`src/rtl/learn_sequencer_pkg.sv`:
```
// Shared field widths, rest code and state encoding for the guided-learning sequencer.
package learn_sequencer_pkg;

    localparam int LS_OCT_BITS  = 3;
    localparam int LS_NOTE_BITS = 4;
    localparam int LS_LEN_BITS  = 3;
    localparam int LS_SONG_BITS = 3;
    localparam int REST_NOTE    = 0;

    localparam logic [2:0] S_IDLE     = 3'd0;
    localparam logic [2:0] S_FETCH    = 3'd1;
    localparam logic [2:0] S_WAIT_KEY = 3'd2;
    localparam logic [2:0] S_PLAY     = 3'd3;
    localparam logic [2:0] S_NEXT     = 3'd4;
    localparam logic [2:0] S_DONE     = 3'd5;

    typedef enum logic [2:0] {
        ST_IDLE     = S_IDLE,
        ST_FETCH    = S_FETCH,
        ST_WAIT_KEY = S_WAIT_KEY,
        ST_PLAY     = S_PLAY,
        ST_NEXT     = S_NEXT,
        ST_DONE     = S_DONE
    } state_t;

endpackage

```
`src/rtl/learn_sequencer_timeout.sv`:
```
// Loadable down-counter: clear reloads the full period, run counts down,
// expire flags the terminal count while running.
module learn_timeout #(
    parameter int CYCLES = 16
) (
    input  logic clk,
    input  logic rst,
    input  logic i_clear,
    input  logic i_run,
    output logic o_expire
);
    localparam int W = (CYCLES > 1) ? $clog2(CYCLES) : 1;
    localparam logic [W-1:0] LOAD = W'(CYCLES - 1);

    logic [W-1:0] r_count;

    always_ff @(posedge clk or posedge rst) begin
        if (rst)
            r_count <= '0;
        else if (i_clear)
            r_count <= LOAD;
        else if (i_run && (r_count != '0))
            r_count <= r_count - 1'b1;
    end

    assign o_expire = i_run && (r_count == '0);

endmodule

```
`src/rtl/learn_sequencer.sv`:
```
// Guided-learning sequencer: lights the target key, waits for the matching
// press (or a timeout), plays the note, then steps to the next song entry.
//   state    | meaning
//   IDLE     | inactive, waiting for start
//   FETCH    | capture ROM entry for the current step
//   WAIT_KEY | target LED lit, waiting for player key or timeout
//   PLAY     | sound engine running, waiting for snd_done
//   NEXT     | advance step or finish
//   DONE     | song complete, start restarts
module learn_sequencer
    import learn_sequencer_pkg::*;
#(
    parameter int NOTE_KEYS      = 7,
    parameter int OCT_BITS       = LS_OCT_BITS,
    parameter int NOTE_BITS      = LS_NOTE_BITS,
    parameter int LEN_BITS       = LS_LEN_BITS,
    parameter int SONG_BITS      = LS_SONG_BITS,
    parameter int STEP_BITS      = 6,
    parameter int TIMEOUT_CYCLES = 50_000_000,
    parameter int AUTO_DEMO      = 1
) (
    input  logic                 clk,
    input  logic                 rst,
    input  logic                 en,
    input  logic                 start,
    input  logic [SONG_BITS-1:0] song_sel,
    output logic [SONG_BITS-1:0] rom_song,
    output logic [STEP_BITS-1:0] rom_step,
    input  logic [OCT_BITS-1:0]  rom_octave,
    input  logic [NOTE_BITS-1:0] rom_note,
    input  logic [LEN_BITS-1:0]  rom_length,
    input  logic [STEP_BITS-1:0] rom_track,
    input  logic                 key_valid,
    input  logic [OCT_BITS-1:0]  key_octave,
    input  logic [NOTE_BITS-1:0] key_note,
    output logic                 snd_start,
    output logic [OCT_BITS-1:0]  snd_octave,
    output logic [NOTE_BITS-1:0] snd_note,
    output logic [LEN_BITS-1:0]  snd_length,
    input  logic                 snd_done,
    output logic [NOTE_KEYS-1:0] note_led,
    output logic                 busy,
    output logic                 done,
    output logic                 err,
    output logic [STEP_BITS:0]   hits,
    output logic [STEP_BITS:0]   misses
);
    state_t               r_state, w_state_nxt;
    logic [SONG_BITS-1:0] r_song, w_song_nxt;
    logic [STEP_BITS-1:0] r_step, w_step_nxt;
    logic [OCT_BITS-1:0]  r_goal_octave, w_goal_octave_nxt;
    logic [NOTE_BITS-1:0] r_goal_note, w_goal_note_nxt;
    logic [STEP_BITS-1:0] r_goal_track, w_goal_track_nxt;
    logic [OCT_BITS-1:0]  r_snd_octave, w_snd_octave_nxt;
    logic [NOTE_BITS-1:0] r_snd_note, w_snd_note_nxt;
    logic [LEN_BITS-1:0]  r_snd_length, w_snd_length_nxt;
    logic                 r_snd_start, w_snd_start_nxt;
    logic                 r_err, w_err_nxt;
    logic [STEP_BITS:0]   r_hits, w_hits_nxt;
    logic [STEP_BITS:0]   r_misses, w_misses_nxt;
    logic                 w_tmr_clear, w_tmr_run, w_tmr_expire, w_key_match;
    logic [NOTE_KEYS-1:0] w_led;

    learn_timeout #(.CYCLES(TIMEOUT_CYCLES)) u_timeout (
        .clk      (clk),
        .rst      (rst),
        .i_clear  (w_tmr_clear),
        .i_run    (w_tmr_run),
        .o_expire (w_tmr_expire)
    );

    assign w_key_match = (key_note == r_goal_note) && (key_octave == r_goal_octave);

    always_ff @(posedge clk or posedge rst) begin
        if (rst) begin
            r_state       <= ST_IDLE;
            r_song        <= '0;
            r_step        <= '0;
            r_goal_octave <= '0;
            r_goal_note   <= '0;
            r_goal_track  <= '0;
            r_snd_octave  <= '0;
            r_snd_note    <= '0;
            r_snd_length  <= '0;
            r_snd_start   <= 1'b0;
            r_err         <= 1'b0;
            r_hits        <= '0;
            r_misses      <= '0;
        end else begin
            r_state       <= w_state_nxt;
            r_song        <= w_song_nxt;
            r_step        <= w_step_nxt;
            r_goal_octave <= w_goal_octave_nxt;
            r_goal_note   <= w_goal_note_nxt;
            r_goal_track  <= w_goal_track_nxt;
            r_snd_octave  <= w_snd_octave_nxt;
            r_snd_note    <= w_snd_note_nxt;
            r_snd_length  <= w_snd_length_nxt;
            r_snd_start   <= w_snd_start_nxt;
            r_err         <= w_err_nxt;
            r_hits        <= w_hits_nxt;
            r_misses      <= w_misses_nxt;
        end
    end

    always_comb begin
        w_state_nxt       = r_state;
        w_song_nxt        = r_song;
        w_step_nxt        = r_step;
        w_goal_octave_nxt = r_goal_octave;
        w_goal_note_nxt   = r_goal_note;
        w_goal_track_nxt  = r_goal_track;
        w_snd_octave_nxt  = r_snd_octave;
        w_snd_note_nxt    = r_snd_note;
        w_snd_length_nxt  = r_snd_length;
        w_snd_start_nxt   = 1'b0;
        w_err_nxt         = 1'b0;
        w_hits_nxt        = r_hits;
        w_misses_nxt      = r_misses;
        w_tmr_clear       = 1'b0;
        w_tmr_run         = 1'b0;
        if (!en) begin
            w_state_nxt = ST_IDLE;
        end else begin
            case (r_state)
                ST_IDLE, ST_DONE: begin
                    if (start) begin
                        w_song_nxt   = song_sel;
                        w_step_nxt   = '0;
                        w_hits_nxt   = '0;
                        w_misses_nxt = '0;
                        w_state_nxt  = ST_FETCH;
                    end
                end
                ST_FETCH: begin
                    w_goal_octave_nxt = rom_octave;
                    w_goal_note_nxt   = rom_note;
                    w_goal_track_nxt  = rom_track;
                    w_snd_octave_nxt  = rom_octave;
                    w_snd_note_nxt    = rom_note;
                    w_snd_length_nxt  = rom_length;
                    if (rom_note == NOTE_BITS'(REST_NOTE)) begin
                        w_snd_start_nxt = 1'b1;
                        w_state_nxt     = ST_PLAY;
                    end else begin
                        w_tmr_clear = 1'b1;
                        w_state_nxt = ST_WAIT_KEY;
                    end
                end
                ST_WAIT_KEY: begin
                    w_tmr_run = 1'b1;
                    // A press in the expiry cycle takes priority over the auto-demo.
                    if (key_valid) begin
                        if (w_key_match) begin
                            w_hits_nxt      = (&r_hits) ? r_hits : r_hits + 1'b1;
                            w_snd_start_nxt = 1'b1;
                            w_state_nxt     = ST_PLAY;
                        end else begin
                            w_misses_nxt = (&r_misses) ? r_misses : r_misses + 1'b1;
                            w_err_nxt    = 1'b1;
                            w_tmr_clear  = 1'b1;
                        end
                    end else if ((AUTO_DEMO != 0) && w_tmr_expire) begin
                        w_misses_nxt    = (&r_misses) ? r_misses : r_misses + 1'b1;
                        w_snd_start_nxt = 1'b1;
                        w_state_nxt     = ST_PLAY;
                    end
                end
                ST_PLAY: begin
                    if (snd_done)
                        w_state_nxt = ST_NEXT;
                end
                ST_NEXT: begin
                    if ((r_step == r_goal_track) || (&r_step)) begin
                        w_state_nxt = ST_DONE;
                    end else begin
                        w_step_nxt  = r_step + 1'b1;
                        w_state_nxt = ST_FETCH;
                    end
                end
                default: w_state_nxt = ST_IDLE;
            endcase
        end
    end

    always_comb begin
        w_led = '0;
        if ((r_state == ST_WAIT_KEY) || (r_state == ST_PLAY)) begin
            for (int i = 0; i < NOTE_KEYS; i++)
                if (r_goal_note == NOTE_BITS'(i + 1))
                    w_led[i] = 1'b1;
        end
    end

    assign rom_song   = r_song;
    assign rom_step   = r_step;
    assign snd_start  = r_snd_start;
    assign snd_octave = r_snd_octave;
    assign snd_note   = r_snd_note;
    assign snd_length = r_snd_length;
    assign note_led   = w_led;
    assign busy       = (r_state != ST_IDLE) && (r_state != ST_DONE);
    assign done       = (r_state == ST_DONE);
    assign err        = r_err;
    assign hits       = r_hits;
    assign misses     = r_misses;

endmodule

```
`config.mk`:
```
export PLATFORM = sky130hd
export DESIGN_NAME = learn_sequencer
export DESIGN_NICKNAME = d
export VERILOG_FILES = /design/src/rtl/learn_sequencer_pkg.sv /design/src/rtl/learn_sequencer_timeout.sv /design/src/rtl/learn_sequencer.sv
export SDC_FILE = /design/constraint.sdc
export NUM_CORES = 1
export LEC_CHECK = 0
export ABC_AREA = 1
export BUFFER_PORTS_ARGS = -buffer_cell sky130_fd_sc_hd__buf_4
export CORE_MARGIN = 1
export CORE_UTILIZATION = 50
export DETAILED_ROUTE_END_ITERATION = 10
export MAX_ROUTING_LAYER = met4
export PLACE_DENSITY = 0.82
export SLEW_MARGIN = 15
export SYNTH_ARGS = -nofsm -noshare
export SYNTH_HDL_FRONTEND = slang
export SYNTH_SLANG_ARGS = --single-unit
```
`constraint.sdc`:
```
create_clock -name clk -period 1.95 [get_ports clk]
set_clock_uncertainty 0.15 [all_clocks]
set_input_delay 0.0975 -clock clk [delete_from_list [all_inputs] [get_ports clk]]
set_output_delay 0.0975 -clock clk [all_outputs]
set_load 0.01 [all_outputs]
```
==> results.json, run 1 <==
{
  "ioPinCount": 76,
  "vias": 4604,
  "leakage_uw": 0.00301,
  "slowest_stage": "dfrtp_1",
  "fin_crit_sh_pct": 100,
  "rows": 32,
  "routed_via_density": 5.41,
  "clock_latency_ns": 0.36,
  "final_layout_size_suffix_gt1_share_pct": 29.4,
  "routed-wl-met2_um": 6520,
  "initial_utilization_pct": 52.2,
  "critPathRequiredTime_ns": 2.04,
  "syn_inst": 581,
  "crit_family": "simple AND/OR/NAND/NOR gates",
  "yosysWarnings": 0,
  "synth_flop_cell": "dfrtp_1",
  "fin_util_pct": 75.2,
  "cap_violations": 0,
  "synth_common_cells": "nand2_1 (202), nor2_1 (81), dfrtp_1 (70)",
  "wl_met3_um": 761,
  "gp_congestion": 0.920,
  "startpoint_type": "register",
  "gr-total-overflow": 0,
  "hpwl_um": 7790,
  "drt_iter0_drc": 308,
  "ctsLongestPathBuffers": 2,
  "wl_met1_um": 4720,
  "die_y_um": 92.3,
  "drc": 0,
  "timing.setup.tns_ns": -0.00968,
  "slew_viol_final": 0,
  "status": "finished, violations left",
  "crit_arrival_ns": 2.05,
  "yosys.cell_types.count": 29,
  "ant_nets": 0,
  "numCtsBuffers": 9,
  "critical-path-max-stage-delay_ns": 0.42,
  "relSlewSlack_pct": 60.6,
  "grt_pass1_wl_um": 19600,
  "cp_num_buf_inv": 1,
  "worstMarginPinSlew_ns": 0.590,
  "grt_max_degree": 46,
  "placed_cell_area_mm2": 0.00508,
  "dr.pass1.iters": 5,
  "synthMuxAreaShare_pct": 0,
  "crit_chain": "nor2_2, nand2_1, inv_1, nand2_2, nor2_4, nand3_4, a21oi_2, nand3_4, nand2_1, nand2_1",
  "yosys.area_share.simple_pct": 37.4,
  "holdWs_ns": 0.146,
  "grt_pass1_vias": 4438,
  "nets": 780,
  "root_buffer": "clkbuf_8",
  "hold_viol": 0,
  "violations": "setup timing",
  "core_area_mm2": 0.00781,
  "instances_no_fill": 851,
  "synth_area_mm2": 0.00408,
  "synth_top_family_by_area": "simple AND/OR/NAND/NOR gates",
  "vdd_drop_max_mv": 0.757,
  "crit_path_frequent_cell": "nand2_1",
  "syn_to_final_growth_pct": 44.0,
  "wl_per_cell_um": 14.6,
  "dp_cells": 797,
  "gr-usage-all-layers_pct": 29.9,
  "synth_compound_area_share_pct": 6.97,
  "yosysMostFrequentCell": "nand2_1",
  "wirelength_um": 12500,
  "cts.sinks": 70,
  "highest_layer": "met4",
  "synth-xor-area-share_pct": 4.30,
  "n_antenna_cell": 0,
  "crit_type": "reg -> reg",
  "netlist.area_leader.share_pct": 43.0,
  "synth_top_area_cell": "dfrtp_1",
  "path_clk_slew_ns": 0.09,
  "die_w_um": 92.3,
  "min_period_ns": 1.96,
  "synth-adder-area-share_pct": 1.23,
  "syn_avg_cell_area_um2": 7.02,
  "syn-num-nets": 617,
  "synth_edf_count": 0,
  "setup_viol": 1,
  "design_area_mm2": 0.00587,
  "ys_seq_area_share_pct": 43.0,
  "synthArstFlopShare_pct": 100,
  "antenna_found_initial": 0,
  "cp_max_fo": 7,
  "layout_setup_ws_ns": -0.00968,
  "max_freq_ghz": 0.510,
  "synthTopCellsByArea": "dfrtp_1 (43%), nand2_1 (19%), nor2_1 (7.5%)",
  "end_kind": "register",
  "htree_levels": 3,
  "powerDensity_mw_per_mm2": 1020,
  "hold_class": "in -> reg",
  "nFillCells": 530,
  "ys_ff_latch": 70,
  "port_buffers": 75,
  "die_area_mm2": 0.00852,
  "rsz0062_at_grt": "yes",
  "cts_tree": "built"
}
-- metal layers --
layer  GRT usage [%]  vias up
li1                -     2154
met1            33.9     2195
met2            52.1      202
met3            4.60       53
met4            13.4        0
met5               -        -
-- through the flow --
stage	total power [uW]	worst slack (ns)
finish	5960	-0.00968
global route	6300	-0.0806
CTS	5580	-0.000431
detailed placement	4260	-0.158
global placement	4160	-0.0750
floorplan	3340	0.133
-- cells in the final DEF (no fill, tap or decap), types with 7 or more instances in the layout --
cell and count:
a21oi_1 14, buf_4 132, clkbuf_8 10, dfrtp_1 69, dlygate4sd3_1 22, inv_1 54
inv_2 9, nand2_1 192, nand2_4 7, nand3_1 36, nand3_2 8, nand4_1 7
nor2_1 68, nor2_2 13, nor3_1 7, o21ai_0 26, xor2_1 16
-- power breakdown --
part,internal [uW],total (uW),switching [uW]
Clock,633,1260,627
Sequential,1760,1990,234
Combinational,1110,2710,1600
-- registers in the layout, indices dropped and copies added, names as in the netlist --
register and cells:
hits 7, err 1, misses 7, snd_octave 3, rom_song 3, rom_step 6, u_timeout.r_count 26, r_goal_track 6
snd_length 3, snd_start 1, r_state 3, snd_note 4
-- cell type report --
type,count,area (um2),share of cell area [%]
tap,102,128,2.17
clock inverter,6,67.6,1.15
sequential,70,1750,29.9
timing repair buffer,157,1250,21.4
clock buffer,10,138,2.34
inverter,66,259,4.41
multi-input combinational,440,2270,38.7
-- path summary, 6_finish.rpt --
path	from	end	slack (ns)	cells after the start
max in group asynchronous	rst	u_timeout.r_count[16]	0.81	4
hold / removal	start	hits[6]	0.15	5
setup / recovery	u_timeout.r_count[9]	misses[0]	-0.01	10
hold reg to reg	snd_length[1]	snd_length[1]	0.35	2
min in group asynchronous	rst	err	0.21	3
setup reg to reg	u_timeout.r_count[9]	misses[0]	-0.01	10
-- logic make-up after synthesis --
| kind of cell | Yosys count |
|---|---|
| AO/OA/AOI/OAI | 53 |
| AND/OR/NAND/NOR | 362 |
| adder cells (fa/ha/maj) | 4 |
| XOR/XNOR | 20 |
| flip-flops | 70 |
| buffers and inverters | 72 |
-- worst reg2reg max path: stages (launching register included) --
cell	delay (ns)
dfrtp_1	0.42
nor2_2	0.14
nand2_1	0.12
inv_1	0.08
nand2_2	0.08
nor2_4	0.17
nand3_4	0.12
a21oi_2	0.23
nand3_4	0.14
nand2_1	0.12
nand2_1	0.06
-- timing repair --
item                                    4_1_cts  5_1_grt
gates resized for setup                       8       61
hold endpoints to repair                     47        0
hold buffers                                 22        0
cloned                                        1        0
setup buffers                                 4       11
endpoints found under the setup margin       20       57
pin swaps                                     3       11
Note: power is estimated with default switching activity, not from simulation.
==> run 2: changes to the inputs <==
--- a/config.mk
+++ b/config.mk
@@ -11,7 +11,7 @@
 export CORE_UTILIZATION = 50
 export DETAILED_ROUTE_END_ITERATION = 10
 export MAX_ROUTING_LAYER = met4
-export PLACE_DENSITY = 0.82
+export PLACE_DENSITY_LB_ADDON = 0.08
 export SLEW_MARGIN = 15
 export SYNTH_ARGS = -nofsm -noshare
 export SYNTH_HDL_FRONTEND = slang
==> run 2 against run 1 <==
The run now ends clean. Die area stayed put. Sequential share of layout area is 0.18 points higher. Combinational power is 7% lower. Utilization is 0.50 points lower. Register-to-register slack better by 0.099 ns. Setup slack better by 0.099 ns. Global-route usage is 2.3 points lower. Highest routed layer unchanged. Hold slack worse by 0.021 ns.
==> results.json, run 2 (synthesized netlist as in run 1, its figures left out) <==
{
  "timing.rr.end": "misses[4]",
  "design_area_mm2": 0.00583,
  "nets": 776,
  "worst_r2r_path_depth": 9,
  "largest_reg_flops": 26,
  "gr-total-overflow": 0,
  "initial_utilization_pct": 52.2,
  "fin_util_pct": 74.7,
  "crit_arrival_ns": 2.01,
  "hold_start": "start",
  "final_common_cell": "nand2_1",
  "numCtsBuffers": 9,
  "die_w_um": 92.3,
  "powerDensity_mw_per_mm2": 1030,
  "port_buffers": 75,
  "slew_viol_final": 0,
  "antenna_found_initial": 0,
  "root_buffer": "clkbuf_8",
  "cts.sinks": 70,
  "dr.pass1.iters": 4,
  "hpwl_um": 7490,
  "status": "finished, final reports clean",
  "hold_viol": 0,
  "placed_cell_area_mm2": 0.00511,
  "syn_to_final_growth_pct": 43.1,
  "min_period_ns": 1.86,
  "grt_pass1_vias": 4207,
  "worstMarginPinSlew_ns": 0.393,
  "wirelength_um": 10900,
  "vdd_drop_max_mv": 0.671,
  "drc": 0,
  "max_freq_ghz": 0.537,
  "crit_start": "u_timeout.r_count[20]",
  "n_antenna_cell": 0,
  "clock_latency_ns": 0.36,
  "cts_tree": "built",
  "drt_iter0_drc": 179,
  "whs_endpoint": "hits[6]",
  "gp_congestion": 0.888,
  "critical-path-max-stage-delay_ns": 0.43,
  "fin_crit_sh_pct": 95.4,
  "ctsLongestPathBuffers": 2,
  "hold_depth": 5,
  "wl_per_cell_um": 12.9,
  "max_flop_register": "u_timeout.r_count",
  "crit_chain": "nor2_2, nand2_1, nor3_4, nand3_4, nand2_2, nand2_2, nor2_4, nand3_2, nand2_1",
  "startpoint_type": "register",
  "critPathRequiredTime_ns": 2.09,
  "ioPinCount": 76,
  "cp_max_fo": 7,
  "r2r_setup_slack_ns": 0.09,
  "crit_type": "reg -> reg",
  "cap_violations": 0,
  "dp_cells": 799,
  "grt_max_degree": 71,
  "vias": 4254,
  "hold_class": "in -> reg",
  "core_area_mm2": 0.00781,
  "leakage_uw": 0.00300,
  "r2r_start": "u_timeout.r_count[20]",
  "instances_no_fill": 847,
  "gr-usage-all-layers_pct": 27.6,
  "end_kind": "register",
  "final_layout_size_suffix_gt1_share_pct": 27.7,
  "rsz0062_at_grt": "yes",
  "grt_pass1_wl_um": 18300,
  "htree_levels": 3,
  "final_cell_mix": "nand2_1 (192), buf_4 (127), nor2_1 (71)",
  "slowest_stage": "dfrtp_1",
  "ant_nets": 0,
  "path_clk_slew_ns": 0.08,
  "die_y_um": 92.3,
  "fin_total_pwr_uw": 5980,
  "rows": 32,
  "timing.setup.tns_ns": 0,
  "setup_viol": 0,
  "routed_via_density": 5.02,
  "die_area_mm2": 0.00852,
  "relSlewSlack_pct": 73.8
}
[run 2: how the worst max path moves through the flow]
stage / end / slack [ns] / depth (start not counted)
6_report: misses[4] / 0.09 / 9
4_1_cts: misses[3] / 0.0003 / 11
2_1_floorplan: misses[0] / 0.13 / 11
3_5_place_dp: misses[3] / -0.08 / 11
3_3_place_gp: misses[0] / -0.05 / 11
5_1_grt: misses[3] / -0.06 / 11
[run 2: area by class of cell]
cell class                 instances  area (um2)
fill                             604        1980
timing repair buffer             154        1250
clock buffer                       9         124
multi-input combinational        439        2200
sequential                        70        1750
clock inverter                     7         121
inverter                          66         255
tap                              102         128
[run 2: metal layers]
| metal | global-route usage (%) | up-vias | routed length, um |
|---|---|---|---|
| li1 | - | 2147 | - |
| met1 | 30.3 | 1997 | 4550 |
| met2 | 48.3 | 75 | 5720 |
| met3 | 5.58 | 35 | 312 |
| met4 | 12.8 | 0 | 332 |
| met5 | - | - | 0 |
[run 2: report_power, final]
group          switching, uW  internal (uW)
combinational           1480           1050
sequential               226           1760
clock                    616            856
total                   2320           3660
[run 2: critical path: cells and delay by family, from the launching register on]
| family | cells | cell delay [ns] |
|---|---|---|
| AND/OR/NAND/NOR | 9 | 1.22 |
| flip-flops | 1 | 0.43 |
[run 2: repair_timing]
action / 4_1_cts / 5_1_grt
pin swaps: 1 / 15
endpoints found under the setup margin: 12 / 51
gates resized for setup: 5 / 47
endpoints found under the hold margin: 93 / 0
hold buffers: 22 / 0
setup buffers: 0 / 10
[run 2: through the flow]
| step | setup slack, ns | hold WS, ns |
|---|---|---|
| 2_1_floorplan | 0.133 | 0.0641 |
| 3_3_place_gp | -0.0537 | 0.0853 |
| 3_5_place_dp | -0.0812 | 0.0849 |
| 4_1_cts | 0.000306 | 0.120 |
| 5_1_grt | -0.0638 | 0.160 |
| 6_report | 0.0890 | 0.125 |
==> run 3: changes to the inputs <==
--- a/config.mk
+++ b/config.mk
@@ -5,7 +5,6 @@
 export SDC_FILE = /design/constraint.sdc
 export NUM_CORES = 1
 export LEC_CHECK = 0
-export ABC_AREA = 1
 export BUFFER_PORTS_ARGS = -buffer_cell sky130_fd_sc_hd__buf_4
 export CORE_MARGIN = 1
 export CORE_UTILIZATION = 50
==> run 3 against run 2 <==
The flow now finishes with violations (setup timing). Maximum frequency is 28% lower. Non-clock buffer count is 33 higher. Sequential share of layout area hardly changed. Highest routed layer unchanged.
==> results.json, run 3 <==
{
  "yosysWarnings": 0,
  "synth_top_area_cell": "dfrtp_1",
  "initial_utilization_pct": 51.6,
  "wl_met1_um": 4530,
  "ant_nets": 0,
  "cts_tree": "built",
  "end_kind": "register",
  "synth_edf_count": 0,
  "max_flop_register": "u_timeout.r_count",
  "powerDensity_mw_per_mm2": 910,
  "syn_to_final_growth_pct": 56.9,
  "gp_congestion": 0.815,
  "cap_violations": 0,
  "routed-wl-met2_um": 5420,
  "antenna_found_initial": 0,
  "nFillCells": 435,
  "crit_type": "reg -> reg",
  "final_common_cell": "buf_4",
  "highest_layer": "met4",
  "vdd_drop_max_mv": 0.683,
  "die_area_mm2": 0.00779,
  "wl_met3_um": 490,
  "largest_reg_flops": 26,
  "numCtsBuffers": 9,
  "yosysMostFrequentCell": "dfrtp_1",
  "status": "finished, violations left",
  "hold_start": "en",
  "setup_viol": 43,
  "syn-num-nets": 407,
  "wl_per_cell_um": 16.1,
  "synth_area_mm2": 0.00372,
  "routed_via_density": 5.52,
  "final_layout_size_suffix_gt1_share_pct": 44.9,
  "hold_viol": 0,
  "hold_class": "in -> reg",
  "dr.pass1.iters": 4,
  "worstMarginPinSlew_ns": 0.544,
  "gr-usage-all-layers_pct": 28.2,
  "cp_max_fo": 6,
  "crit_path_frequent_cell": "or4_4",
  "die_y_um": 88.3,
  "grt_pass1_wl_um": 16400,
  "slew_viol_final": 0,
  "nets": 592,
  "grt_pass1_vias": 3537,
  "rsz0062_at_grt": "yes",
  "rows": 31,
  "synth-adder-area-share_pct": 1.61,
  "hpwl_um": 6650,
  "crit_start": "u_timeout.r_count[3]",
  "leakage_uw": 0.00255,
  "gr-total-overflow": 0,
  "slowest_stage": "or4_4",
  "die_w_um": 88.3,
  "relSlewSlack_pct": 63.7,
  "ys_seq_area_share_pct": 47.1,
  "min_period_ns": 2.59,
  "yosys.area_share.simple_pct": 25.2,
  "hold_depth": 4,
  "critPathRequiredTime_ns": 2.03,
  "r2r_start": "u_timeout.r_count[3]",
  "synth-xor-area-share_pct": 9.42,
  "yosys.cell_types.count": 56,
  "fin_crit_sh_pct": 133,
  "ioPinCount": 76,
  "crit_arrival_ns": 2.67,
  "ctsLongestPathBuffers": 2,
  "worst_r2r_path_depth": 6,
  "synthArstFlopShare_pct": 100,
  "critical-path-max-stage-delay_ns": 0.55,
  "dp_cells": 604,
  "fin_total_pwr_uw": 5310,
  "root_buffer": "clkbuf_8",
  "synth_compound_area_share_pct": 8.78,
  "max_freq_ghz": 0.385,
  "instances_no_fill": 660,
  "n_antenna_cell": 0,
  "drc": 0,
  "netlist.area_leader.share_pct": 47.1,
  "vias": 3643,
  "startpoint_type": "register",
  "cts.sinks": 70,
  "path_clk_slew_ns": 0.08,
  "htree_levels": 3,
  "crit_chain": "or4_4, or4_4, or3_4, nor4_4, and3_1, o21ai_1",
  "violations": "setup timing",
  "syn_inst": 371,
  "syn_avg_cell_area_um2": 10.0,
  "synthMuxAreaShare_pct": 5.75,
  "drt_iter0_drc": 195,
  "core_area_mm2": 0.00721,
  "grt_max_degree": 28,
  "place_ws_ns": -0.643,
  "layout_setup_ws_ns": -0.645,
  "synth_common_cells": "dfrtp_1 (70), nor2_1 (35), nand2_1 (29)",
  "port_buffers": 75,
  "holdWs_ns": 0.0271,
  "clock_latency_ns": 0.34,
  "synth_flop_cell": "dfrtp_1",
  "final_cell_mix": "buf_4 (144), dfrtp_1 (69), nor2_1 (31)",
  "synth_top_family_by_area": "simple AND/OR/NAND/NOR gates",
  "wirelength_um": 10700,
  "synthTopCellsByArea": "dfrtp_1 (47%), xnor2_1 (6.1%), mux2_2 (5.8%)",
  "ys_ff_latch": 70
}
run 3: critical path: cells and delay by family (launching register included):
kind / cells / cell delay [ns]
compound gates: 1 / 0.06
simple gates: 5 / 1.88
flops: 1 / 0.38
run 3: final cells by class:
class / count / area, um2 / share of cell area, %
clock inverters: 6 / 85.1 / 1.46
well taps: 99 / 124 / 2.12
multi-input cells: 281 / 2120 / 36.4
clock buffers: 10 / 138 / 2.36
inverters: 7 / 35.0 / 0.600
flip-flops and latches: 70 / 1750 / 30.0
repair buffers: 187 / 1580 / 27.0
run 3: cells by family after synthesis:
group                    count (synthesis)
AO/OA/AOI/OAI                           52
multiplexers                            19
buffers and inverters                   20
AND/OR/NAND/NOR                        165
flip-flops                              70
adder cells (fa/ha/maj)                  5
XOR/XNOR                                40
run 3: stage by stage:
step,utilization (%),TNS (ns),area [um2]
finish,80.9,-19.10,5840
global placement,69.8,-16.90,5040
CTS,78.4,-18.95,5660
global route,80.9,-22.91,5840
floorplan,-,-17.08,3820
detailed placement,69.8,-17.86,5040
run 3: layer usage:
layer | vias to the layer above | track usage [%]
li1 | 1709 | -
met1 | 1806 | 35.8
met2 | 107 | 45.9
met3 | 21 | 4.94
met4 | 0 | 9.09
met5 | - | -
run 3: repair_timing:
action,CTS,global route
endpoints found under the hold margin,44,0
hold buffers,23,0
resized for setup,21,36
pin swaps,18,32
setup buffers,5,12
gates cloned,1,1
endpoints found under the setup margin,40,54
run 3: power breakdown:
| part | internal, uW | switching [uW] |
|---|---|---|
| Clock | 751 | 573 |
| Sequential | 1710 | 210 |
| Combinational | 1080 | 987 |
| Total | 3540 | 1770 |
run 3: path summary, 6_finish.rpt:
kind	slack [ns]	end
max	-0.64	u_timeout.r_count[23]
min in group asynchronous	0.21	snd_length[0]
min	0.03	hits[3]
max reg2reg	-0.64	u_timeout.r_count[23]
max in group asynchronous	0.93	misses[3]
min reg2reg	0.36	rom_song[0]
